[src/rtl/piezo_tune_if.sv]
// Handshake bundle between the piezo tune sequencer, the start/status logic and
// the external duration counter.
interface piezo_tune_if;
    logic       go;
    logic       note_over;
    logic       clr;
    logic       en;
    logic [7:0] note_dur;
    logic       piezo;
    logic       piezo_n;
    logic       busy;
    logic       done;

    modport master (
        input  go, note_over,
        output clr, en, note_dur, piezo, piezo_n, busy, done
    );

    modport slave (
        output go, note_over,
        input  clr, en, note_dur, piezo, piezo_n, busy, done
    );
endinterface

[src/rtl/piezo_tune_seq.sv]
// Piezo melody sequencer: walks a fixed note ROM, drives the duration counter and
// generates the piezo square wave. Define PIEZO_REPEAT_EN to loop while go is held.
module piezo_tune_seq #(
    parameter int TICK_CNT  = 500000,
    parameter int NUM_NOTES = 6
) (
    input  logic         clk,
    input  logic         rst_n,
    piezo_tune_if.master bus
);

    localparam int IDX_W  = (NUM_NOTES > 1) ? $clog2(NUM_NOTES) : 1;
    localparam int TICK_W = (TICK_CNT > 1) ? $clog2(TICK_CNT) : 1;
    localparam logic [IDX_W-1:0]  LAST_IDX  = IDX_W'(NUM_NOTES - 1);
    localparam logic [TICK_W-1:0] TICK_LAST = TICK_W'(TICK_CNT - 1);
`ifdef PIEZO_REPEAT_EN
    localparam bit REPEAT_EN = 1'b1;
`else
    localparam bit REPEAT_EN = 1'b0;
`endif

    typedef enum logic [1:0] {IDLE, LOAD, PLAY, DONE} state_t;

    state_t            state, state_nxt;
    logic [IDX_W-1:0]  idx;
    logic [TICK_W-1:0] tick_cnt;
    logic [15:0]       freq_cnt;
    logic [15:0]       note_per;
    logic              last_note;
    logic              tick_wrap;
    logic              freq_wrap;
    logic              loop_now;
    logic              tone;

    function automatic logic [15:0] rom_per(input logic [IDX_W-1:0] i);
        case (int'(i))
            0:       rom_per = 16'd31888;
            1:       rom_per = 16'd23889;
            2:       rom_per = 16'd18961;
            3:       rom_per = 16'd15944;
            4:       rom_per = 16'd18961;
            5:       rom_per = 16'd15944;
            default: rom_per = 16'd31888;
        endcase
    endfunction

    function automatic logic [7:0] rom_dur(input logic [IDX_W-1:0] i);
        case (int'(i))
            0:       rom_dur = 8'd23;
            1:       rom_dur = 8'd23;
            2:       rom_dur = 8'd23;
            3:       rom_dur = 8'd35;
            4:       rom_dur = 8'd12;
            5:       rom_dur = 8'd70;
            default: rom_dur = 8'd23;
        endcase
    endfunction

    assign note_per  = rom_per(idx);
    assign last_note = (idx == LAST_IDX);
    assign tick_wrap = (tick_cnt == TICK_LAST);
    assign freq_wrap = (freq_cnt == note_per - 16'd1);
    // Last note with go still held wraps straight back to note 0 when looping is built in.
    assign loop_now  = REPEAT_EN && last_note && bus.go;
    assign tone      = (freq_cnt < (note_per >> 1));

    always_ff @(posedge clk or negedge rst_n) begin
        if (!rst_n) state <= IDLE;
        else        state <= state_nxt;
    end

    always_comb begin
        state_nxt = state;
        case (state)
            IDLE: if (bus.go) state_nxt = LOAD;
            LOAD: state_nxt = PLAY;
            PLAY: begin
                if (bus.note_over) begin
                    if (!last_note || loop_now) state_nxt = LOAD;
                    else                        state_nxt = DONE;
                end
            end
            DONE:    state_nxt = IDLE;
            default: state_nxt = IDLE;
        endcase
    end

    always_ff @(posedge clk or negedge rst_n) begin
        if (!rst_n) begin
            idx      <= '0;
            tick_cnt <= '0;
            freq_cnt <= '0;
        end else begin
            case (state)
                IDLE: idx <= '0;
                LOAD: begin
                    tick_cnt <= '0;
                    freq_cnt <= '0;
                end
                PLAY: begin
                    tick_cnt <= tick_wrap ? '0 : tick_cnt + 1'b1;
                    freq_cnt <= freq_wrap ? '0 : freq_cnt + 16'd1;
                    if (bus.note_over) begin
                        if (!last_note)   idx <= idx + 1'b1;
                        else if (loop_now) idx <= '0;
                    end
                end
                DONE:    idx <= '0;
                default: idx <= '0;
            endcase
        end
    end

    always_comb begin
        bus.clr      = 1'b0;
        bus.en       = 1'b0;
        bus.piezo    = 1'b0;
        bus.piezo_n  = 1'b0;
        bus.busy     = 1'b0;
        bus.done     = 1'b0;
        bus.note_dur = rom_dur(idx);
        case (state)
            LOAD: begin
                // The counter only loads on en, so the clear must ride with an enable.
                bus.clr  = 1'b1;
                bus.en   = 1'b1;
                bus.busy = 1'b1;
            end
            PLAY: begin
                bus.busy    = 1'b1;
                bus.en      = tick_wrap && !bus.note_over;
                bus.piezo   = tone;
                bus.piezo_n = !tone;
                bus.done    = bus.note_over && loop_now;
            end
            DONE: begin
                bus.busy = 1'b1;
                bus.done = 1'b1;
            end
            default: ;
        endcase
    end

endmodule

[src/flat_wrapper.sv]
// flat-port wrapper written by rule: the top's interface ports become plain ports
module piezo_tune_seq_flat 
#(
    parameter int TICK_CNT  = 500000,
    parameter int NUM_NOTES = 6
)
  (clk, rst_n, bus_go, bus_note_over, bus_clr, bus_en, bus_note_dur, bus_piezo, bus_piezo_n, bus_busy, bus_done);
  piezo_tune_if bus_i ();
  input  logic clk;
  input  logic rst_n;
  input wire logic [$bits(bus_i.go)-1:0] bus_go;
  input wire logic [$bits(bus_i.note_over)-1:0] bus_note_over;
  output wire logic [$bits(bus_i.clr)-1:0] bus_clr;
  output wire logic [$bits(bus_i.en)-1:0] bus_en;
  output wire logic [$bits(bus_i.note_dur)-1:0] bus_note_dur;
  output wire logic [$bits(bus_i.piezo)-1:0] bus_piezo;
  output wire logic [$bits(bus_i.piezo_n)-1:0] bus_piezo_n;
  output wire logic [$bits(bus_i.busy)-1:0] bus_busy;
  output wire logic [$bits(bus_i.done)-1:0] bus_done;
  assign bus_i.go = bus_go;
  assign bus_i.note_over = bus_note_over;
  assign bus_clr = bus_i.clr;
  assign bus_en = bus_i.en;
  assign bus_note_dur = bus_i.note_dur;
  assign bus_piezo = bus_i.piezo;
  assign bus_piezo_n = bus_i.piezo_n;
  assign bus_busy = bus_i.busy;
  assign bus_done = bus_i.done;
  piezo_tune_seq #(.TICK_CNT(TICK_CNT), .NUM_NOTES(NUM_NOTES)) u_core (.clk(clk), .rst_n(rst_n), .bus(bus_i));
endmodule
[config.mk]
export PLATFORM = sky130hd
export DESIGN_NAME = piezo_tune_seq_flat
export DESIGN_NICKNAME = d
export VERILOG_FILES = /design/src/rtl/piezo_tune_if.sv /design/src/rtl/piezo_tune_seq.sv /design/src/flat_wrapper.sv
export SDC_FILE = /design/constraint.sdc
export NUM_CORES = 1
export LEC_CHECK = 0
export CAP_MARGIN = 20
export CORE_ASPECT_RATIO = 0.5
export CORE_MARGIN = 2
export CORE_UTILIZATION = 50
export DETAILED_ROUTE_END_ITERATION = 7
export PLACE_DENSITY = 0.68
export REMOVE_ABC_BUFFERS = 1
export SYNTH_ARGS = -nofsm -noshare
export SYNTH_HDL_FRONTEND = slang
export SYNTH_SLANG_ARGS = --single-unit
[constraint.sdc]
create_clock -name clk -period 5.3 [get_ports clk]
set_input_delay 1.06 -clock clk [delete_from_list [all_inputs] [get_ports clk]]
set_output_delay 1.06 -clock clk [all_outputs]
set_load 0.05 [all_outputs]
# After elaboration in Yosys (flattened, before gate mapping)
# Index checks and enable logic that the tools add are counted.
# Widths: inputs -> output; s select.
totals:
  regBits: 40
  mem_count: 0
  mem_bits_rw: 0
  latch_bits: 0
  output_inout_bits: 14
  input_bits: 4
  mem_bits_ro: 0
  elab_cells: 53
classes:
  bitwise: 0
  div: 0
  mul: 0
  n_mux: 19
  shifts: 0
  magnitude_cmp: 1
  n_eq_ne: 13
  add_sub_neg: 4
  reduce_logical: 12
op_table:
  columns: ["op", "count"]
  rows:
  - ["$pmux 15 s3", 1]
  - ["$pmux 19 s2", 1]
  - ["$pmux 16 s2", 1]
  - ["$pmux 7 s3", 1]
  - ["$add 19x1->19 const B", 1]
  - ["$eq 19x19->1 const B", 1]
  - ["$mux 19", 1]
  - ["$add 16x1->16 const B", 1]
  - ["$eq 16x16->1", 1]
  - ["$lt 16x14->1", 1]
  - ["$mux 16", 1]
  - ["$sub 15x1->16 const B", 1]
  - ["$pmux 2 s4", 1]
  - ["$eq 3x2->1 const B", 2]
  - ["$eq 3x3->1 const B", 2]
  - ["$mux 2", 3]
  - ["$mux 3", 2]
  - ["$ne 2x2->1 const B", 3]
  - ["$pmux 3 s2", 1]
  - ["$reduce_or 2->1", 3]
  - ["$mux 1", 5]
  - ["$eq 2x2->1 const B", 2]
  - ["$reduce_bool 2->1", 2]
  - ["$add 3x1->3 const B", 1]
  - ["other kinds (9)", 10]

# Longest topological paths before layout
depth:
  ltp_word: 7
  depth_mapped: 9
  ltp_nobuf: 9

# Worst setup path before layout
# No wires, ideal clock.
synth_timing:
  kind: "register -> output"
  start: "register u_core.idx[1]"
  end: "output port bus_piezo"
  n_path_buf: 0
  arrival_ns: 3.551
  setup_slack_ns: 0.689
  stages_incl_launch_ff: 10
  required_time_ns: 4.240
  path_cell_list: "dfrtp_1 -> inv_1 -> ha_1 -> or4b_2 -> nand2_1 -> ha_1 -> o21a_1 -> o31ai_1 -> a2111oi_0 -> nor4_1"
synth_between:
  elab_chain_len: 5
  word_cells_on_any_way: 10
  classes_between: "order compare (1); eq/ne (5); mux (2); reduce/logical (2)"
synth_rtl:
  columns: ["item", "line_no", "source"]
  rows:
  - ["start: declaration", "piezo_tune_seq.sv:25", "logic [IDX_W-1:0] idx;"]
  - ["start signal: assignment", "piezo_tune_seq.sv:104", "if (!last_note) idx <= idx + 1'b1;"]
  - ["$eq 3x2->1 or $eq 3x3->1 (tied branches)", "piezo_tune_seq.sv:36", "case (int'(i))"]
  - ["$reduce_or 2->1 (no line)", null, null]
  - ["$pmux 15 s3 (*)", "piezo_tune_seq.sv:36", null]
  - ["$lt 16x14->1 (*)", "piezo_tune_seq.sv:65", "assign tone = (freq_cnt < (note_per >> 1));"]
  - ["$mux 1 (*)", "piezo_tune_seq.sv:122", "case (state)"]
  - ["end: declaration", "flat_wrapper.sv:16", "output wire logic [$bits(bus_i.piezo)-1:0] bus_piezo;"]
# Mark *: on every way between the ends. The rest lies on a longest branch, timed or not.

# Worst setup path in the final report
layout_timing:
  start: "register u_core.idx[1]"
  end: "output port bus_piezo_n"
layout_between:
  elab_chain_len: 6
  word_cells_on_any_way: 11
  classes_between: "order compare (1); eq/ne (5); mux (2); reduce/logical (3)"
layout_rtl:
  columns: ["item", "line_no", "source"]
  rows:
  - ["$eq 3x2->1 or $eq 3x3->1 (tied branches)", "piezo_tune_seq.sv:36", null]
  - ["$reduce_or 2->1 (no line)", null, null]
  - ["$pmux 15 s3 (*)", "piezo_tune_seq.sv:36", null]
  - ["$lt 16x14->1 (*)", "piezo_tune_seq.sv:65", null]
  - ["$logic_not 1->1 (*)", "piezo_tune_seq.sv:133", "bus.piezo_n = !tone;"]
  - ["$mux 1 (*)", "piezo_tune_seq.sv:122", null]
  - ["end: declaration", "flat_wrapper.sv:17", "output wire logic [$bits(bus_i.piezo_n)-1:0] bus_piezo_n;"]
# Marked as above.

==> flow_summary_export.csv <==
group,metric,value,unit
sta,slew_headroom,29.1,%
worst_setup_path,path_max_fanout,9,
detailed_routing,wl,7.03,mm
sta,setup_viol,0,
hold_path,holdCritStartpoint,"u_core.freq_cnt[15]$_DFFE_PN0P_",
clock_network,clk_pin_slew,0.06,ns
clock_network,clock_latency,0.29,ns
sta,skew,0.00430,ns
sta,tightest_slew,1.05,ns
clock_network,post_cts_buffers,0,
clock_network,cts_buffers,5,
synth,synth-edff-count,0,
sta,period_needed,4.85,ns
placed_design,place_hpwl,5.02,mm
clock_network,cts_root_buf,"clkbuf_16",
placed_design,dp_cells,439,
worst_setup_path,r2r_cells,7,
power,peakVddDrop,0.202,mV
floorplanning,ioPinCount,18,
clock_network,htreeDepth,2,
status,status,"complete, no violations",
floorplanning,chipWidth,115,µm
placed_design,port_buffers,16,
worst_setup_path,r2r_end,"u_core.freq_cnt[2]$_DFFE_PN0P_",
placed_design,gp_congestion,0.842,
final_layout,antennaDiodeCount,0,
clock_network,cts.sinks,40,
sta,slew_viol_final,0,
synth,synth_cells,357,
worst_setup_path,ff2ff_setup_slack,2.48,ns
synth,synth_top_area_cell,"dfrtp_1",
sta,fin_crit_sh,91.4,%
floorplanning,dieArea,6810,µm²
floorplanning,initial_core_util,51.2,%
final_layout,area_growth,10.8,%
sta,worst_slack,0.454,ns
worst_setup_path,critPathCaptureType,"primary output",
hold_path,hold_end,"u_core.freq_cnt[15]$_DFFE_PN0P_",
detailed_routing,num_vias,2697,
grt,gr-total-overflow,0,
detailed_routing,wl_per_cell,15.7,µm
synth,synth_ff_type,"dfrtp_1",
floorplanning,die_h,59.3,µm
synth,yosys-top-cells-area,"dfrtp_1 33%, ha_1 9.4%, nor2_1 4.9%, o21ai_0 4.4%, nand2_1 3.3%",
clock_network,cts_resized,0,
grt,grt_pass1_wl,12.2,mm
synth,yosys_warnings,0,
clock_network,cts_hold_buffers,0,
final_layout,layout_common_cells,"40 x nor2_1, 40 x dfrtp_1, 27 x nand2_1, 27 x o21ai_0, 23 x ha_1",
synth,synth_cell_types,65,
final_layout,fin_util,56.7,%
grt,antenna_found_initial,0,
final_layout,drive_above_1_share,9.73,%
synth,synth-seq-cells,40,
sta,fin_tns_setup,0,ns
worst_setup_path,worstPathArrival,3.79,ns
synth,netlist_area,3060,µm²
flow_run,maxCapViolCount,0,
power,p_total,1.56,mW
hold_path,hold_path_class,"reg2reg",
floorplanning,core-area,5980,µm²
final_layout,final_cell_count_no_fill,447,
sta,rsz0062_at_grt,"no",
detailed_routing,drt_iter0_markers,214,
worst_setup_path,crit_type,"reg2out",
detailed_routing,vias_per_cell,6.03,
final_layout,nets,396,
worst_setup_path,worstSetupStartpointType,"flop",
synth,synthArstFlopShare,100,%
detailed_routing,drc,0,
synth,syn_avg_cell_area,8.58,µm²
clock_network,cts_buffer_depth,2,
hold_path,hold_depth,1,
worst_setup_path,crit_required,4.24,ns
detailed_routing,firstDrtPassIters,4,
placed_design,pre_cts_ws,0.802,ns
power,p_leak,1.41,nW
clock_network,cts_tree,"done",
sta,hold_viol,0,
grt,grt_pass1_vias,2595,
sta,max_freq,206,MHz
power,power.density,459,nW/µm²
detailed_routing,antenna_left,0,
floorplanning,rows,20,
synth,synth_top_area_share,32.7,%
worst_setup_path,r2r_start,"u_core.idx[1]$_DFFE_PN0P_",
grt,grt_max_degree,41,
grt,grt_util_all_layers,22.9,%
synth,ys_seq_area_share,32.7,%
kinds of logic after synthesis:
logic type      share of synthesized area, %
simple gates                            25.7
buf+inv                                 5.72
xor+xnor                                3.72
fa+ha+maj                               9.40
compound gates                          21.7
mux                                     1.02
flops                                   32.7
other cells                            0.122
per-layer routing:
layer  track usage, %  part of all wire, %  vias to the layer above
met2             38.1                   46                       60
met3             3.99                  5.1                       11
met5                0                    0                        -
met4             8.01                  1.4                        0
met1             30.8                   48                     1298
li1                 -                    -                     1328
worst max-delay path, stage by stage (launching register included):
cell and delay (ns):
dfrtp_1 0.37, inv_1 0.09, ha_1 0.28, or4b_2 0.71, nand2_1 0.12, ha_1 0.12
o21a_1 0.12, o31ai_1 0.07, a2111oi_0 0.62, o31a_1 0.20, clkdlybuf4s50_1 0.80
per-stage QoR:
stage	instance area [µm²]	hold WS, ns
after CTS	3390	0.516
after global placement	3220	0.508
after global routing	3390	0.542
final	3390	0.512
after floorplan	2960	0.472
after detailed placement	3220	0.508
final cells by class:
cell class | instances | area (µm²)
fillers | 542 | 2590
multi-input cells | 286 | 1890
flip-flops and latches | 40 | 1000
repair buffers | 18 | 170
clock buffers | 5 | 125
well taps | 77 | 96.3
inverters | 18 | 67.6
clock inverters | 3 | 46.3
state kept, by name (all words and copies together), names as in the netlist:
name,cells
u_core.tick_cnt,19
u_core.freq_cnt,16
u_core.state,2
u_core.idx,3
how the worst max path moves through the flow:
stage	slack, ns	end	cells after the start	from
after floorplan	0.69	bus_piezo	9	u_core.idx[1]$_DFFE_PN0P_
after global placement	0.92	bus_piezo_n	10	u_core.idx[1]$_DFFE_PN0P_
after detailed placement	0.80	bus_piezo_n	10	u_core.idx[1]$_DFFE_PN0P_
after CTS	0.50	bus_piezo_n	10	u_core.idx[1]$_DFFE_PN0P_
after global routing	0.31	bus_piezo_n	10	u_core.idx[1]$_DFFE_PN0P_
final	0.45	bus_piezo_n	10	u_core.idx[1]$_DFFE_PN0P_
power by group:
part | leakage [nW] | internal [mW] | switching (mW)
sequential | 0.551 | 0.332 | 0.0413
clock | 0.0804 | 0.224 | 0.130
combinational | 0.782 | 0.268 | 0.564
total | 1.41 | 0.823 | 0.736
synth_stat cells, drive strengths merged, types with 7 or more instances:
master / count
dfrtp: 40
nor2: 40
a21oi: 29
nand2: 27
o21ai: 27
ha: 23
inv: 18
nand3: 16
nor3: 13
xor2: 11
nand4: 10
clkbuf: 7
nor4: 7
Power figures use the tool's default switching activity.
